$ cat config.mk
export PLATFORM = sky130hd
export DESIGN_NAME = multicycle_exec_core
export DESIGN_NICKNAME = d
export VERILOG_FILES = /design/src/rtl/multicycle_exec_core.sv
export SDC_FILE = /design/constraint.sdc
export NUM_CORES = 2
export LEC_CHECK = 0
export CORE_ASPECT_RATIO = 1.1
export CORE_MARGIN = 2
export CORE_UTILIZATION = 40
export CTS_CLUSTER_DIAMETER = 30
export CTS_CLUSTER_SIZE = 10
export DETAILED_ROUTE_END_ITERATION = 12
export PLACE_DENSITY_LB_ADDON = 0.2
export RECOVER_POWER = 50
export SETUP_SLACK_MARGIN = 0.02
export SYNTH_ARGS = -nofsm -noshare
export SYNTH_HDL_FRONTEND = slang
export SYNTH_SLANG_ARGS = --single-unit
$ cat constraint.sdc
create_clock -name clk -period 7.3 [get_ports clk]
set_input_delay 1.825 -clock clk [delete_from_list [all_inputs] [get_ports clk]]
set_output_delay 1.825 -clock clk [all_outputs]
set_load 0.02 [all_outputs]
$ cat src/rtl/multicycle_exec_core.sv
// Four-state integer core: latch one instruction, decode, execute, write back, then accept the next.
// Latency: accepted at edge T, wb_valid during the cycle after edge T+3; one instruction per 4 cycles.
// Backpressure: instr_ready is high only in IDLE; the instruction port is ignored in every other state.

module multicycle_exec_core #(
  parameter int XLEN     = 32,
  parameter int NUM_REGS = 32
) (
  input  logic            clk,
  input  logic            reset_n,
  input  logic            instr_valid,
  output logic            instr_ready,
  input  logic [31:0]     instruction,
  output logic            wb_valid,
  output logic [4:0]      wb_rd,
  output logic [XLEN-1:0] wb_data,
  output logic            illegal,
  output logic [31:0]     retire_count,
  input  logic [4:0]      dbg_addr,
  output logic [XLEN-1:0] dbg_data
);

  localparam int         SHW     = $clog2(XLEN);
  localparam logic [6:0] OPC_OP  = 7'b0110011;
  localparam logic [6:0] OPC_IMM = 7'b0010011;
  localparam logic [6:0] OPC_LUI = 7'b0110111;
  // Upper immediate bits above the shift amount that mark SRAI (instr[30] set).
  localparam logic [11:0] SRA_HI = 12'h400 >> SHW;

  typedef enum logic [1:0] {S_IDLE, S_DECODE, S_EXECUTE, S_WRITEBACK} state_t;

  state_t                             state_q, state_d;
  logic [31:0]                        instr_q, instr_d;
  logic [XLEN-1:0]                    op_a_q, op_a_d;
  logic [XLEN-1:0]                    op_b_q, op_b_d;
  logic [XLEN-1:0]                    imm_q, imm_d;
  logic [XLEN-1:0]                    result_q, result_d;
  logic                               legal_q, legal_d;
  logic                               wb_valid_q, wb_valid_d;
  logic                               illegal_q, illegal_d;
  logic [4:0]                         wb_rd_q, wb_rd_d;
  logic [XLEN-1:0]                    wb_data_q, wb_data_d;
  logic [31:0]                        retire_q, retire_d;
  logic [NUM_REGS-1:0][XLEN-1:0]      regs_q, regs_d;

  // Instruction fields, always taken from the latched word.
  logic [6:0]  opc;
  logic [4:0]  rd, rs1, rs2;
  logic [2:0]  f3;
  logic [6:0]  f7;
  logic [11:0] imm12;
  logic [11:0] imm_hi;

  assign opc    = instr_q[6:0];
  assign rd     = instr_q[11:7];
  assign f3     = instr_q[14:12];
  assign rs1    = instr_q[19:15];
  assign rs2    = instr_q[24:20];
  assign f7     = instr_q[31:25];
  assign imm12  = instr_q[31:20];
  assign imm_hi = imm12 >> SHW;

  function automatic logic idx_ok(input logic [4:0] idx);
    return {27'd0, idx} < 32'(NUM_REGS);
  endfunction

  // Index 0 holds a constant zero; indices past the file read as zero.
  function automatic logic [XLEN-1:0] rf_read(input logic [NUM_REGS-1:0][XLEN-1:0] rf,
                                               input logic [4:0] idx);
    logic [XLEN-1:0] v;
    v = '0;
    for (int i = 0; i < NUM_REGS; i++) begin
      if (idx == 5'(i)) v = rf[i];
    end
    return v;
  endfunction

  // Decode: legality and sign-extended immediate for the latched instruction.
  logic            legal_dec;
  logic            sh_ok;
  logic [XLEN-1:0] imm_dec;

  always_comb begin
    legal_dec = 1'b0;
    sh_ok     = 1'b1;
    imm_dec   = {{(XLEN-12){imm12[11]}}, imm12};
    case (opc)
      OPC_OP: begin
        legal_dec = (f7 == 7'b0000000 ||
                     (f7 == 7'b0100000 && (f3 == 3'b000 || f3 == 3'b101))) &&
                    idx_ok(rd) && idx_ok(rs1) && idx_ok(rs2);
      end
      OPC_IMM: begin
        if (f3 == 3'b001) begin
          sh_ok = (imm_hi == 12'd0);
        end else if (f3 == 3'b101) begin
          sh_ok = (imm_hi == 12'd0) || (imm_hi == SRA_HI);
        end
        legal_dec = sh_ok && idx_ok(rd) && idx_ok(rs1);
      end
      OPC_LUI: begin
        legal_dec = idx_ok(rd);
        imm_dec   = {{(XLEN-31){instr_q[31]}}, instr_q[30:12], 12'h000};
      end
      default: legal_dec = 1'b0;
    endcase
  end

  // ALU on the registered operands; only consumed in EXECUTE.
  logic [XLEN-1:0]        alu_b;
  logic [XLEN-1:0]        alu_res;
  logic [SHW-1:0]         shamt;
  logic signed [XLEN-1:0] sra_res;
  logic                   lt_s;

  always_comb begin
    alu_b   = (opc == OPC_OP) ? op_b_q : imm_q;
    shamt   = alu_b[SHW-1:0];
    sra_res = $signed(op_a_q) >>> shamt;
    lt_s    = $signed(op_a_q) < $signed(alu_b);
    alu_res = '0;
    if (opc == OPC_LUI) begin
      alu_res = imm_q;
    end else begin
      case (f3)
        3'b000:  alu_res = (opc == OPC_OP && instr_q[30]) ? op_a_q - alu_b : op_a_q + alu_b;
        3'b001:  alu_res = op_a_q << shamt;
        3'b010:  alu_res = {{(XLEN-1){1'b0}}, lt_s};
        3'b011:  alu_res = {{(XLEN-1){1'b0}}, (op_a_q < alu_b)};
        3'b100:  alu_res = op_a_q ^ alu_b;
        3'b101:  alu_res = instr_q[30] ? sra_res : op_a_q >> shamt;
        3'b110:  alu_res = op_a_q | alu_b;
        default: alu_res = op_a_q & alu_b;
      endcase
    end
  end

  // FSM next state plus every latch update for the current phase.
  always_comb begin
    state_d     = state_q;
    instr_d     = instr_q;
    op_a_d      = op_a_q;
    op_b_d      = op_b_q;
    imm_d       = imm_q;
    legal_d     = legal_q;
    result_d    = result_q;
    wb_valid_d  = 1'b0;
    illegal_d   = 1'b0;
    wb_rd_d     = wb_rd_q;
    wb_data_d   = wb_data_q;
    retire_d    = retire_q;
    regs_d      = regs_q;
    instr_ready = (state_q == S_IDLE);
    case (state_q)
      S_IDLE: begin
        if (instr_valid) begin
          instr_d = instruction;
          state_d = S_DECODE;
        end
      end
      S_DECODE: begin
        op_a_d  = rf_read(regs_q, rs1);
        op_b_d  = rf_read(regs_q, rs2);
        imm_d   = imm_dec;
        legal_d = legal_dec;
        state_d = S_EXECUTE;
      end
      S_EXECUTE: begin
        result_d = alu_res;
        state_d  = S_WRITEBACK;
      end
      default: begin
        wb_valid_d = 1'b1;
        illegal_d  = ~legal_q;
        wb_rd_d    = rd;
        wb_data_d  = legal_q ? result_q : '0;
        if (legal_q) begin
          retire_d = retire_q + 32'd1;
          for (int i = 1; i < NUM_REGS; i++) begin
            if (rd == 5'(i)) regs_d[i] = result_q;
          end
        end
        state_d = S_IDLE;
      end
    endcase
  end

  // State and datapath registers; reset abandons any in-flight instruction.
  always_ff @(posedge clk or negedge reset_n) begin
    if (!reset_n) begin
      state_q    <= S_IDLE;
      instr_q    <= '0;
      op_a_q     <= '0;
      op_b_q     <= '0;
      imm_q      <= '0;
      legal_q    <= 1'b0;
      result_q   <= '0;
      wb_valid_q <= 1'b0;
      illegal_q  <= 1'b0;
      wb_rd_q    <= '0;
      wb_data_q  <= '0;
      retire_q   <= '0;
      regs_q     <= '0;
    end else begin
      state_q    <= state_d;
      instr_q    <= instr_d;
      op_a_q     <= op_a_d;
      op_b_q     <= op_b_d;
      imm_q      <= imm_d;
      legal_q    <= legal_d;
      result_q   <= result_d;
      wb_valid_q <= wb_valid_d;
      illegal_q  <= illegal_d;
      wb_rd_q    <= wb_rd_d;
      wb_data_q  <= wb_data_d;
      retire_q   <= retire_d;
      regs_q     <= regs_d;
    end
  end

  assign wb_valid     = wb_valid_q;
  assign illegal      = illegal_q;
  assign wb_rd        = wb_rd_q;
  assign wb_data      = wb_data_q;
  assign retire_count = retire_q;
  assign dbg_data     = rf_read(regs_q, dbg_addr);

endmodule

==> flow_summary.ini <==
[yosys]
synth-edff-count = 0
async_reset_ff_share_pct = 100
syn_nets = 8640
seq_area_frac_synth_pct = 39.4
ys_types = 97
ys_seq_elements = 1226
synth_area_mm2 = 0.0778
synthesis.instances = 8495
synth_top_flop_cell = dfrtp_1
syn_area_per_cell_um2 = 9.16
ys_warn_count = 0

[drt]
routed_wl_mm = 485
viasPerCell = 7.12
first_iter_violations = 13418
drtPass1Iterations = 9
drc = 0
routedWlPerCell_um = 41.6
vias = 83047
ant_nets = 0

[timing]
hold_violations = 0
worst_slew_pin_slew_ns = 3.48
setup_ws_ns = -0.0280
fmax_mhz = 136
finalSetupViolCount = 1
relSlewSlack_pct = -132
fin_skew_ns = 0.0882
period_needed_ns = 7.33
drv_slew = 1188
timing.final.crit_share_pct = 100
rsz0062_at_grt = no
holdWs_ns = 0.487

[global_route]
grt_pass1_wl_mm = 666
grt_use_total_pct = 47.8
grt_max_degree = 148
antenna_found_initial = 35
grt.overflow.total = 0
grt_pass1_vias = 79632

[outcome]
violations = max-capacitance violations, max-slew violations, negative setup slack
status = complete, but fails checks

[flow_run]
cap_violations = 18

[layout]
fin_area_mm2 = 0.0964
finish.utilization_pct = 49.9
nets = 8955
drive_gt1_share_pct = 26.1
area_growth_pct = 23.9

[place]
dpl_cell_area_mm2 = 0.0846
gp_congestion = 1.11
detailed_place_hpwl_mm = 357
io_buffers = 143

[critical_path]
critical_path_arrival_ns = 5.50
reg2reg_slack_ns = 0.99
critical_path_class = in2out
path_max_fanout = 9
cp.required_ns = 5.48
end_kind = output pin
crit_path_start_kind = primary input

[clock_network]
clock_sinks = 1226
clk_pin_slew_ns = 0.04
cts_max_level = 5
clk_root_buffer_cell = clkbuf_16
clockBufferDepth = 4
cts_made_buffers = 347
clock_latency_ns = 1.00
cts_hold_buf = 0
cts_tree = built

[floorplanning]
core_area_mm2 = 0.193
die_w_um = 425
die_h_um = 467
initial_core_util_pct = 40.3
rows = 169
die_area_mm2 = 0.198
pin_count = 144

[min_path]
min_path_type = reg2reg

[power_and_ir_drop]
power_density_mw_per_mm2 = 467
peakVddDrop_uv = 383
power_leakage_nw = 43.0
metrics by stage:
step	setup slack, ns	setup TNS, ns	instances	power, mW
after CTS	0.0308	0	11631	43.7
after global routing	0.0160	0	11642	45.6
after floorplan	1.08	0	8495	17.8
final	-0.0280	-0.0280	11665	45.0
after detailed placement	-0.733	-1.20	11021	28.4
after global placement	-0.727	-1.20	11019	28.4
worst max-delay path, stage by stage:
cell	delay [ns]
clkdlybuf4s50_1	0.57
buf_4	0.22
buf_4	0.17
nor2_1	0.06
nand2_2	0.25
nor2_1	0.19
a22oi_1	0.42
nand3_1	0.15
a221oi_2	0.48
a21oi_2	0.17
o21ai_0	0.50
a21oi_1	0.16
buf_4	0.19
buf_12	0.13
final timing paths:
path,to,from,cells past startpoint
max reg2reg,regs_q[408]$_DFFE_PN0P_,state_q[0]$_DFFE_PN0P_,8
min in group asynchronous,wb_data[5]$_DFFE_PN0P_,reset_n,1
min,retire_count[31]$_DFFE_PN0P_,retire_count[31]$_DFFE_PN0P_,1
max,dbg_data[5],dbg_addr[3],14
max in group asynchronous,instr_q[15]$_DFFE_PN0P_,reset_n,2
min reg2reg,retire_count[31]$_DFFE_PN0P_,retire_count[31]$_DFFE_PN0P_,1
cell usage after synthesis, drive strengths merged, types with 16 or more instances:
cell type  count  share of area, %
a21o          27              0.26
ha           103               1.7
nand2        679               3.3
o211ai        86              0.83
a211oi        86              0.84
a311oi        16              0.18
dfrtp       1226                39
clkbuf       616               3.0
nand2b        55              0.44
xnor2         40              0.45
mux2i        197               2.5
o221ai       118               1.3
or3           24              0.19
o2111ai       22              0.25
nor3         160               1.1
a22o          33              0.37
a221oi       140               1.6
buf          141              0.87
a222oi        36              0.46
a22oi        304               2.9
o21a          20              0.19
o22ai        404               3.2
nand3        211               1.4
o2bb2ai       22              0.25
inv          165              0.80
o21ai        769               5.0
a2111oi       32              0.37
a21oi        566               3.7
a31oi         98              0.79
nor2b         43              0.35
nand4         40              0.32
o31ai         37              0.36
mux2        1014                15
nor4          28              0.23
and3          39              0.31
nor2         632               3.1
o21bai        26              0.25
cell type report:
cell class	count	area, um^2
flip-flops and latches	1226	30700
clock buffers	466	9840
multi-input cells	6342	44100
diodes	29	72.6
fillers	18205	96700
inverters	170	643
clock inverters	144	1810
well taps	2565	3210
repair buffers	723	5970
layout by cell type (no fill, tap or decap), types with 196 or more instances in the layout:
master	n
a21oi_1	556
a22oi_1	304
buf_4	561
clkbuf_16	353
dfrtp_1	1220
mux2_2	1014
mux2i_1	196
nand2_1	672
nand3_1	205
nor2_1	573
o21ai_0	742
o22ai_1	404
sequential cells by signal, summed over array words and instances, names as in the netlist:
signal / count
op_b_q: 32
illegal: 1
imm_q: 32
state_q: 2
op_a_q: 32
wb_data: 32
legal_q: 1
wb_valid: 1
result_q: 32
instr_q: 32
regs_q: 992
retire_count: 32
wb_rd: 5
cell families after synthesis:
| logic type | Yosys count | synth area share [%] |
|---|---|---|
| xor+xnor | 55 | 0.619 |
| fa+ha+maj | 105 | 1.71 |
| buf+inv | 927 | 4.66 |
| flops | 1226 | 39.4 |
| mux | 1224 | 17.6 |
| simple gates | 1987 | 11.4 |
| compound gates | 2971 | 24.6 |
routing by layer:
metal  up-vias  wire, um  track usage [%]
li1      32841         -                -
met3      2260     49100             13.7
met2      6745    211000             72.5
met4        26     57400             45.3
met5         -       177            0.145
met1     41175    168000             53.9
what timing repair did:
action / 4_1_cts / 5_1_grt
resized for setup: 15 / 42
pin swaps: 3 / 12
setup buffers: 0 / 3
endpoints found under the setup margin: 10 / 21
where the power goes:
part           switching, mW  leakage [nW]  internal, mW  total (mW)
Sequential              1.13          16.8          7.38        8.51
Combinational           15.9          20.6          5.40        21.3
Clock                   4.62          5.71          10.6        15.2
Total                   21.7          43.0          23.4        45.0
Note: power is estimated with default switching activity, not from simulation.
